## src/rtl/pulse_voice_bank.sv

```systemverilog
// pulse_voice_bank: NCH independent pulse-wave voices. Each voice runs from
// shadowed length/duty/amplitude so mid-period input changes never glitch a
// period. Per-voice samples are offset-binary around MID, and the mix is the
// saturated sum of all voices.
module pulse_voice_bank #(
  parameter int NCH    = 4,
  parameter int LEN_W  = 16,
  parameter int DUTY_W = 6,
  parameter int AMP_W  = 7,
  parameter int OUT_W  = 8
) (
  input  logic                  clk,
  input  logic                  rst,
  input  logic                  sample_tick,
  input  logic [NCH*LEN_W-1:0]  wave_length,
  input  logic [NCH*DUTY_W-1:0] duty,
  input  logic [NCH*AMP_W-1:0]  amplitude,
  input  logic [NCH-1:0]        ch_en,
  input  logic [NCH-1:0]        retrig,
  output logic [NCH*OUT_W-1:0]  out,
  output logic [OUT_W-1:0]      mix,
  output logic [NCH-1:0]        cycle_start
);

  localparam int SUM_W = OUT_W + $clog2(NCH) + 1;
  localparam logic [OUT_W-1:0]        MID     = OUT_W'((1 << (OUT_W - 1)) - 1);
  localparam logic signed [SUM_W-1:0] MID_S   = SUM_W'((1 << (OUT_W - 1)) - 1);
  localparam logic signed [SUM_W-1:0] MAX_S   = SUM_W'((1 << OUT_W) - 1);
  localparam logic [LEN_W-1:0]        LEN_ONE = LEN_W'(1);

  logic [LEN_W-1:0]        pos_q  [NCH];
  logic [LEN_W-1:0]        pos_d  [NCH];
  logic [LEN_W-1:0]        len_q  [NCH];
  logic [LEN_W-1:0]        len_d  [NCH];
  logic [DUTY_W-1:0]       duty_q [NCH];
  logic [DUTY_W-1:0]       duty_d [NCH];
  logic [AMP_W-1:0]        amp_q  [NCH];
  logic [AMP_W-1:0]        amp_d  [NCH];
  logic [NCH-1:0]          load;
  logic [NCH-1:0]          cs_q, cs_d;
  // Set by reset so the first clk after release restarts every enabled
  // voice as if retriggered (the shadow is all-zero until then).
  logic                    reload_q;
  logic [NCH*OUT_W-1:0]    out_q, out_d;
  logic [OUT_W-1:0]        mix_q, mix_d;
  logic [LEN_W+DUTY_W-1:0] prod   [NCH];
  logic [LEN_W-1:0]        high_s [NCH];
  logic signed [SUM_W-1:0] level  [NCH];
  logic signed [SUM_W-1:0] mix_acc;

  // Signed level of each voice from its shadow and current position.
  always_comb begin
    for (int i = 0; i < NCH; i++) begin
      prod[i]   = {{DUTY_W{1'b0}}, len_q[i]} * {{LEN_W{1'b0}}, duty_q[i]};
      high_s[i] = LEN_W'(prod[i] >> DUTY_W);
      level[i]  = '0;
      if (ch_en[i] && (len_q[i] != '0)) begin
        if (pos_q[i] < high_s[i]) begin
          level[i] = SUM_W'(amp_q[i]);
        end else begin
          level[i] = -SUM_W'(amp_q[i]);
        end
      end
    end
  end

  // Per-voice samples and the saturated mix, both registered next clk.
  always_comb begin
    mix_acc = MID_S;
    out_d   = '0;
    for (int i = 0; i < NCH; i++) begin
      out_d[i*OUT_W +: OUT_W] = OUT_W'(MID_S + level[i]);
      mix_acc = mix_acc + level[i];
    end
    if (mix_acc < 0) begin
      mix_d = '0;
    end else if (mix_acc > MAX_S) begin
      mix_d = '1;
    end else begin
      mix_d = mix_acc[OUT_W-1:0];
    end
  end

  // Position advance, period wrap and shadow load per voice; retrig wins
  // over a simultaneous tick, and a disabled voice parks at pos 0 while
  // tracking its inputs.
  always_comb begin
    for (int i = 0; i < NCH; i++) begin
      pos_d[i] = pos_q[i];
      cs_d[i]  = 1'b0;
      load[i]  = 1'b0;
      if (!ch_en[i]) begin
        pos_d[i] = '0;
        load[i]  = 1'b1;
      end else if (retrig[i] || reload_q) begin
        pos_d[i] = '0;
        load[i]  = 1'b1;
        cs_d[i]  = 1'b1;
      end else if (sample_tick && (len_q[i] != '0)) begin
        if (pos_q[i] >= len_q[i] - LEN_ONE) begin
          pos_d[i] = '0;
          load[i]  = 1'b1;
          cs_d[i]  = 1'b1;
        end else begin
          pos_d[i] = pos_q[i] + LEN_ONE;
        end
      end
      len_d[i]  = load[i] ? wave_length[i*LEN_W +: LEN_W] : len_q[i];
      duty_d[i] = load[i] ? duty[i*DUTY_W +: DUTY_W]      : duty_q[i];
      amp_d[i]  = load[i] ? amplitude[i*AMP_W +: AMP_W]   : amp_q[i];
    end
  end

  // State registers with synchronous reset to silence at MID.
  always_ff @(posedge clk) begin
    if (rst) begin
      for (int i = 0; i < NCH; i++) begin
        pos_q[i]  <= '0;
        len_q[i]  <= '0;
        duty_q[i] <= '0;
        amp_q[i]  <= '0;
      end
      cs_q     <= '0;
      reload_q <= 1'b1;
      out_q    <= {NCH{MID}};
      mix_q    <= MID;
    end else begin
      for (int i = 0; i < NCH; i++) begin
        pos_q[i]  <= pos_d[i];
        len_q[i]  <= len_d[i];
        duty_q[i] <= duty_d[i];
        amp_q[i]  <= amp_d[i];
      end
      cs_q     <= cs_d;
      reload_q <= 1'b0;
      out_q    <= out_d;
      mix_q    <= mix_d;
    end
  end

  assign out         = out_q;
  assign mix         = mix_q;
  assign cycle_start = cs_q;

endmodule

```

## config.mk

```make
export PLATFORM = sky130hd
export DESIGN_NAME = pulse_voice_bank
export DESIGN_NICKNAME = d
export VERILOG_FILES = /design/src/rtl/pulse_voice_bank.sv
export SDC_FILE = /design/constraint.sdc
export NUM_CORES = 1
export LEC_CHECK = 0
export ABC_AREA = 1
export CAP_MARGIN = 20
export CORE_MARGIN = 4
export CORE_UTILIZATION = 40
export CTS_CLUSTER_DIAMETER = 40
export DETAILED_ROUTE_END_ITERATION = 10
export SETUP_SLACK_MARGIN = 0.15
export SYNTH_ARGS = -nofsm -noshare
export SYNTH_HDL_FRONTEND = slang
export SYNTH_SLANG_ARGS = --single-unit
export TNS_END_PERCENT = 100
```

## constraint.sdc

```tcl
create_clock -name clk -period 12.7 [get_ports clk]
set_input_delay 1.905 -clock clk [delete_from_list [all_inputs] [get_ports clk]]
set_output_delay 1.905 -clock clk [all_outputs]
set_load 0.02 [all_outputs]
```

==> out/results.ini, run 1 <==
[outcome]
status = completed

[flow_run]
max_cap_viol_count = 0

[timing]
tightest_slew_ps = 975
layout_worst_path_cycle_share_pct = 80.1
finalHoldViolCount = 0
tns_ps = 0
min_period_ps = 10170
hold_ws_ps = 479
finalMaxSlewViolations = 0
rsz0062_at_grt = false
fin_worst_skew_ps = 14.9
setup-violations-final = 0
slew_headroom_pct = 33.3
max_freq_mhz = 98.3

[clock_network]
clkTransAtPathRegs_ps = 50
htreeDepth = 2
cts_resized = 0
cts-buffers-inserted = 50
clk_path_buf_depth = 3
root_buffer = clkbuf_16
clk_latency_ps = 580
clkSinkCount = 225
post_cts_buffers = 0
hold_buffers = 0
cts_tree = built

[global_route]
busiest_layer = met2
track_usage_pct = 19.5
grt-ovfl-total = 0
use_met2_pct = 33.5
met3_usage_pct = 3.01
grt_pass1_wl_mm = 107
antenna_found_initial = 2
grt_start_max_net_pins = 59
grt_pass1_vias = 21300
grtUsageMet1_pct = 26.0

[synthesis]
avgSynthCellArea_sq_um = 7.26
yosysWarnings = 0
synthTopCellsByArea = fa_1 (19%), dfxtp_1 (18%), ha_1 (13%), nand2_1 (12%), inv_1 (11%)
synthFlopType = dfxtp_1
synth_nets = 4126
synth-edff-count = 0
ys_ff_latch = 225
ys_seq_area_share_pct = 17.7
yosys.area.top_type = fa_1
ys_async_sr_fraction_pct = 0
ys_types = 59
synthCells = 3497
synth.cell_area_sq_um = 25400
netlist.area_leader.share_pct = 19.2

[hold_path]
hp-class = flip-flop to flip-flop
whs_path_depth = 2

[drt]
drt_iter0_markers = 1168
antenna_left = 0
vias = 21500
avgRoutedWirePerCell_um = 14.5
drc = 0
drtPass1Iterations = 6
vias_per_cell = 4.80
drt_wl_total_mm = 65.0

[layout]
syn_to_final_growth_pct = 16.2
drive_gt1_share_pct = 4.78
nets = 4211

[setup_path]
end_kind = flip-flop
critPathMaxFanout = 17
critPathLaunchType = flip-flop
crit_slowest_cell = dfxtp_1
critical_path_required_ps = 13150
crit_arrival_ps = 10620
reg2regPathDepth = 50
crit_type = flip-flop to flip-flop
crit_top_cell = nand2_1
critPathMaxStageDelay_ps = 720

[placed_design]
dp_hpwl_mm = 51.4
io_buffers = 170
gp_congestion = 0.835

[die]
die_h_um = 260
core_area_sq_um = 63000
boundaryPins = 171
floorplan.die.width_um = 260
die-area_sq_um = 67600
rows = 92
initial_core_util_pct = 40.3

[power]
internal-power_w = 0.00212
powerDensity_nw_per_um2 = 108
netSwitchingFraction_pct = 33.6
p_switching_w = 0.00107
ir_worst_vdd_v = 0.0000800
power_frac_seq_pct = 26.8
p_comb_share_pct = 28.1
clock_power_share_pct = 45.1
power.leakage_nw = 15.8

kinds of logic (layout without fill, tap and decap cells):
group | count (synthesis) | in the layout | synth area share (%)
AO/OA/AOI/OAI | 408 | 408 | 9.17
XOR/XNOR | 148 | 148 | 5.11
adder cells (fa/ha/maj) | 502 | 502 | 32.0
buffers and inverters | 897 | 1023 | 13.6
flip-flops | 225 | 225 | 17.7
other | 0 | 2 | 0
AND/OR/NAND/NOR | 1317 | 1317 | 22.5
cell usage in the layout (no fill, tap or decap), types with 11 or more instances in the layout:
cell type          n
fa_1             244
inv_1            743
a21oi_1          171
o211ai_1          31
nand3_1          109
nor3_1            62
xnor2_1           58
o31ai_1           13
xor2_1            90
a211oi_1          13
nor2_2            11
dfxtp_1          225
nand2_2           17
clkdlybuf4s50_1  170
o21ai_0          126
nor3b_1           20
nor2_1           173
nand2_1          839
nand4_1           32
bufinv_16         11
clkbuf_16         50
ha_1             258
power groups by stage:
stage          combinational (W)  clock (W)  sequential, W
6_report                0.000900    0.00144       0.000856
4_1_cts                 0.000912    0.00147       0.000857
3_3_place_gp            0.000895          0       0.000870
5_1_grt                  0.00104    0.00150       0.000866
2_1_floorplan           0.000681          0       0.000813
3_5_place_dp            0.000904          0       0.000869
critical path: cells and delay by family, from the launching register on:
kind,cells,cell delay (ps)
AOI/OAI and AO/OA,11,2330
buffers and inverters,5,330
DFF,1,720
adders and majority gates,9,3800
xor gates and xnor gates,2,270
and+or+nand+nor,23,2610
per-stage QoR:
stage / utilization, % / total power (W) / instances / worst slack [ps] / cell area [sq um]
after floorplan: - / 0.00149 / 3497 / 3540 / 25400
after global placement: 43.8 / 0.00176 / 4374 / 2620 / 27600
after detailed placement: 43.8 / 0.00177 / 4374 / 2500 / 27600
after CTS: 46.8 / 0.00324 / 4467 / 2470 / 29500
after global routing: 46.9 / 0.00341 / 4469 / 1520 / 29500
final: 46.9 / 0.00320 / 4471 / 2530 / 29500
sequential cells by signal (all words and copies together) (netlist names):
name         flops
len_q           64
pos_q           64
out             32
amp_q           28
duty_q          24
mix              8
cycle_start      4
reload_q         1
worst paths after layout:
check	startpoint	to	slack [ps]
worst min-delay path	pos_q[3][0]	pos_q[3][0]	480
worst min register to register	pos_q[3][0]	pos_q[3][0]	480
worst max-delay path	duty_q[2][4]	mix[6]	2530
worst max register to register	duty_q[2][4]	mix[6]	2530
per-layer routing:
layer | vias up | wire, um
li1 | 10900 | -
met1 | 10100 | 30500
met2 | 354 | 30300
met3 | 76 | 2910
met4 | 0 | 1280
met5 | - | 0
layout make-up:
class                           instances  area [sq um]
Sequential cell                       225          4500
Inverter                              751          2820
Timing Repair Buffer                  179          1800
Tap cell                              846          1060
Antenna cell                            2          5.00
Multi-Input combinational cell       2375         17400
Clock buffer                           60          1360
Clock inverter                         33           510
Fill cell                            6380         33500
cell usage after synthesis, types with 3 or more instances:
cell       instances
nor2_2            11
nand2_1          839
inv_2              6
buf_4              5
buf_2             31
dfxtp_1          225
a21o_1             7
o21ai_2            3
nor4_1             4
a221oi_1           3
a211oi_1          13
or2_0              3
a21boi_1           3
nand2_2           17
and3_1             4
xnor2_1           58
a21oi_1          171
xor2_1            90
nand3_1          110
o21ai_1            7
inv_1            744
nand3_2            7
nand4_1           32
nor3b_1           20
clkbuf_1         104
o21bai_1           6
o31ai_1           13
o21ai_0          126
nor2_1           173
o211ai_1          31
o21a_1             4
fa_1             244
ha_1             258
nor3_1            62
a2111oi_0          4
nand3b_1           9
nand2_4            4
nor3_2             5
nor2_4             6
a31oi_1            7
nand3_4            3
No activity file was read; power rests on OpenSTA's default activity.
==> inputs of run 2 (changes only) <==
==> constraint.sdc (replaced) <==
create_clock -name clk -period 9.7 [get_ports clk]
set_input_delay 1.455 -clock clk [delete_from_list [all_inputs] [get_ports clk]]
set_output_delay 1.455 -clock clk [all_outputs]
set_load 0.02 [all_outputs]
==> out/results.ini, run 2 (synthesis results as in run 1) <==
[drt]
drt_iter0_markers = 1002  ; was 1168
drtPass1Iterations = 5  ; was 6
avgRoutedWirePerCell_um = 14.5  ; about the same
drc = 0  ; unchanged
drt_wl_total_mm = 66.0  ; was 65.0 mm
vias = 21600  ; was 21500
antenna_left = 0  ; unchanged
vias_per_cell = 4.75  ; was 4.80

[placed_design]
dp_hpwl_mm = 52.2  ; was 51.4 mm
dp.cells = 4417  ; was 4374
placed_cell_area_sq_um = 27900  ; was 27600 sq um
io_buffers = 170  ; unchanged
gp_congestion = 0.856  ; was 0.835

[setup_path]
crit_arrival_ps = 9320  ; was 10620 ps
critical_path_required_ps = 10150  ; was 13150 ps
worst_path_dominant_cell_family = adder cells  ; unchanged
crit_type = flip-flop to flip-flop  ; unchanged
critPathLaunchType = flip-flop  ; unchanged
critPathMaxFanout = 9  ; was 17
crit_cells = 55  ; was 50
crit_top_cell = nand2_1  ; unchanged
end_kind = flip-flop  ; unchanged
reg2regPathDepth = 55  ; was 50
crit_slowest_cell = fa_1  ; was dfxtp_1
path_buf_inv = 8  ; was 5
critPathMaxStageDelay_ps = 530  ; was 720 ps

[layout]
final_cells = 4538  ; was 4471
final_common_cell = nand2_1  ; unchanged
nets = 4276  ; was 4211
final_cell_mix = nand2_1 (835), inv_1 (740), ha_1 (252)  ; was nand2_1 (839), inv_1 (743), ha_1 (258)
syn_to_final_growth_pct = 19.4  ; was 16.2%
postLayoutCellArea_sq_um = 30300  ; was 29500 sq um
drive_gt1_share_pct = 8.37  ; was 4.78%

[global_route]
grt-ovfl-total = 0  ; unchanged
grt_start_max_net_pins = 59  ; unchanged
grt_pass1_vias = 21800  ; was 21300
track_usage_pct = 19.9  ; was 19.5%
grt_pass1_wl_mm = 110  ; was 107 mm
antenna_found_initial = 2  ; unchanged

[hold_path]
hp-class = flip-flop to flip-flop  ; unchanged
whs_path_depth = 2  ; unchanged

[clock_network]
hold_buffers = 0  ; unchanged
cts-buffers-inserted = 54  ; was 50
clk_latency_ps = 590  ; was 580 ps
clkTransAtPathRegs_ps = 50  ; about the same
clkSinkCount = 225  ; unchanged
cts_tree = built  ; unchanged
htreeDepth = 2  ; unchanged
clk_path_buf_depth = 3  ; unchanged
root_buffer = clkbuf_16  ; unchanged

[timing]
tns_ps = 0  ; unchanged
rsz0062_at_grt = false  ; unchanged
setup-violations-final = 0  ; unchanged
slew_headroom_pct = 38.0  ; was 33.3%
min_period_ps = 8870  ; was 10170 ps
fin_worst_skew_ps = 19.0  ; was 14.9 ps
finalHoldViolCount = 0  ; unchanged
finalMaxSlewViolations = 0  ; unchanged
layout_worst_path_cycle_share_pct = 91.5  ; was 80.1%
max_freq_mhz = 113  ; was 98.3 MHz
tightest_slew_ps = 927  ; was 975 ps

[power]
powerDensity_nw_per_um2 = 142  ; was 108 nW/um^2
power.leakage_nw = 16.2  ; was 15.8 nW
ir_worst_vdd_v = 0.000123  ; was 0.0000800 V

[flow_run]
max_cap_viol_count = 0  ; unchanged

[die]
floorplan.die.width_um = 260  ; unchanged
die-area_sq_um = 67600  ; unchanged
boundaryPins = 171  ; unchanged
core_area_sq_um = 63000  ; unchanged
die_h_um = 260  ; unchanged
initial_core_util_pct = 40.3  ; unchanged
rows = 92  ; unchanged

[outcome]
status = completed  ; unchanged

run 2: changes by cell type in the layout (fill, tap and decap cells not counted), sizes merged:
cell / delta
diode: -1
clkinvlp: +2
bufinv: -3
buf: +61
inv: +8
run 2: path summary, 6_finish.rpt:
check | from | endpoint | slack (ps)
max | duty_q[0][1] | mix[3] | 830
min | pos_q[0][0] | pos_q[0][0] | 490
max reg2reg | duty_q[0][1] | mix[3] | 830
min reg2reg | pos_q[0][0] | pos_q[0][0] | 490
run 2: per-layer routing:
| layer | global-route usage, % | share of wire, % | vias to the layer above |
|---|---|---|---|
| li1 | - | - | 11100 |
| met1 | 26.3 | 46 | 10100 |
| met2 | 33.8 | 47 | 353 |
| met3 | 3.16 | 4.3 | 82 |
| met4 | 5.53 | 2.5 | 0 |
| met5 | 0 | 0 | - |
run 2: timing repair:
action / in CTS / in global routing
endpoints found under the setup margin: 8 / 8
buffers inserted: 0 / 19
gates resized for setup: 8 / 80
pin swaps: 0 / 35
gates cloned: 0 / 0
run 2: final cells by class:
cell class | instances | area (sq um)
clock buffer | 60 | 1430
antenna | 1 | 2.50
clock inverter | 40 | 503
sequential | 225 | 4540
timing repair buffer | 240 | 2250
fill | 6375 | 32700
tap | 846 | 1060
multi-input combinational | 2375 | 17700
inverter | 751 | 2820
run 2: stage by stage:
step                utilization (%)  hold WS (ps)  total power [W]  setup WS [ps]
floorplan                         -           408          0.00196            537
global route                   48.1           514          0.00461           79.9
detailed placement             44.3           483          0.00234           37.5
finish                         48.1           489          0.00430            827
CTS                            47.4           492          0.00431            210
global placement               44.3           476          0.00233            143
run 2: tightest hold or removal path, cell delays in order, from the launching register on:
cell	delay (ps)
dfxtp_1	320
nand2_1	70
a21oi_1	50
run 2: report_power, final:
| group | switching [W] | internal [W] | total, W |
|---|---|---|---|
| combinational | 0.000754 | 0.000543 | 0.00130 |
| clock | 0.000634 | 0.00128 | 0.00192 |
| sequential | 0.0000901 | 0.000991 | 0.00108 |
| total | 0.00148 | 0.00282 | 0.00430 |
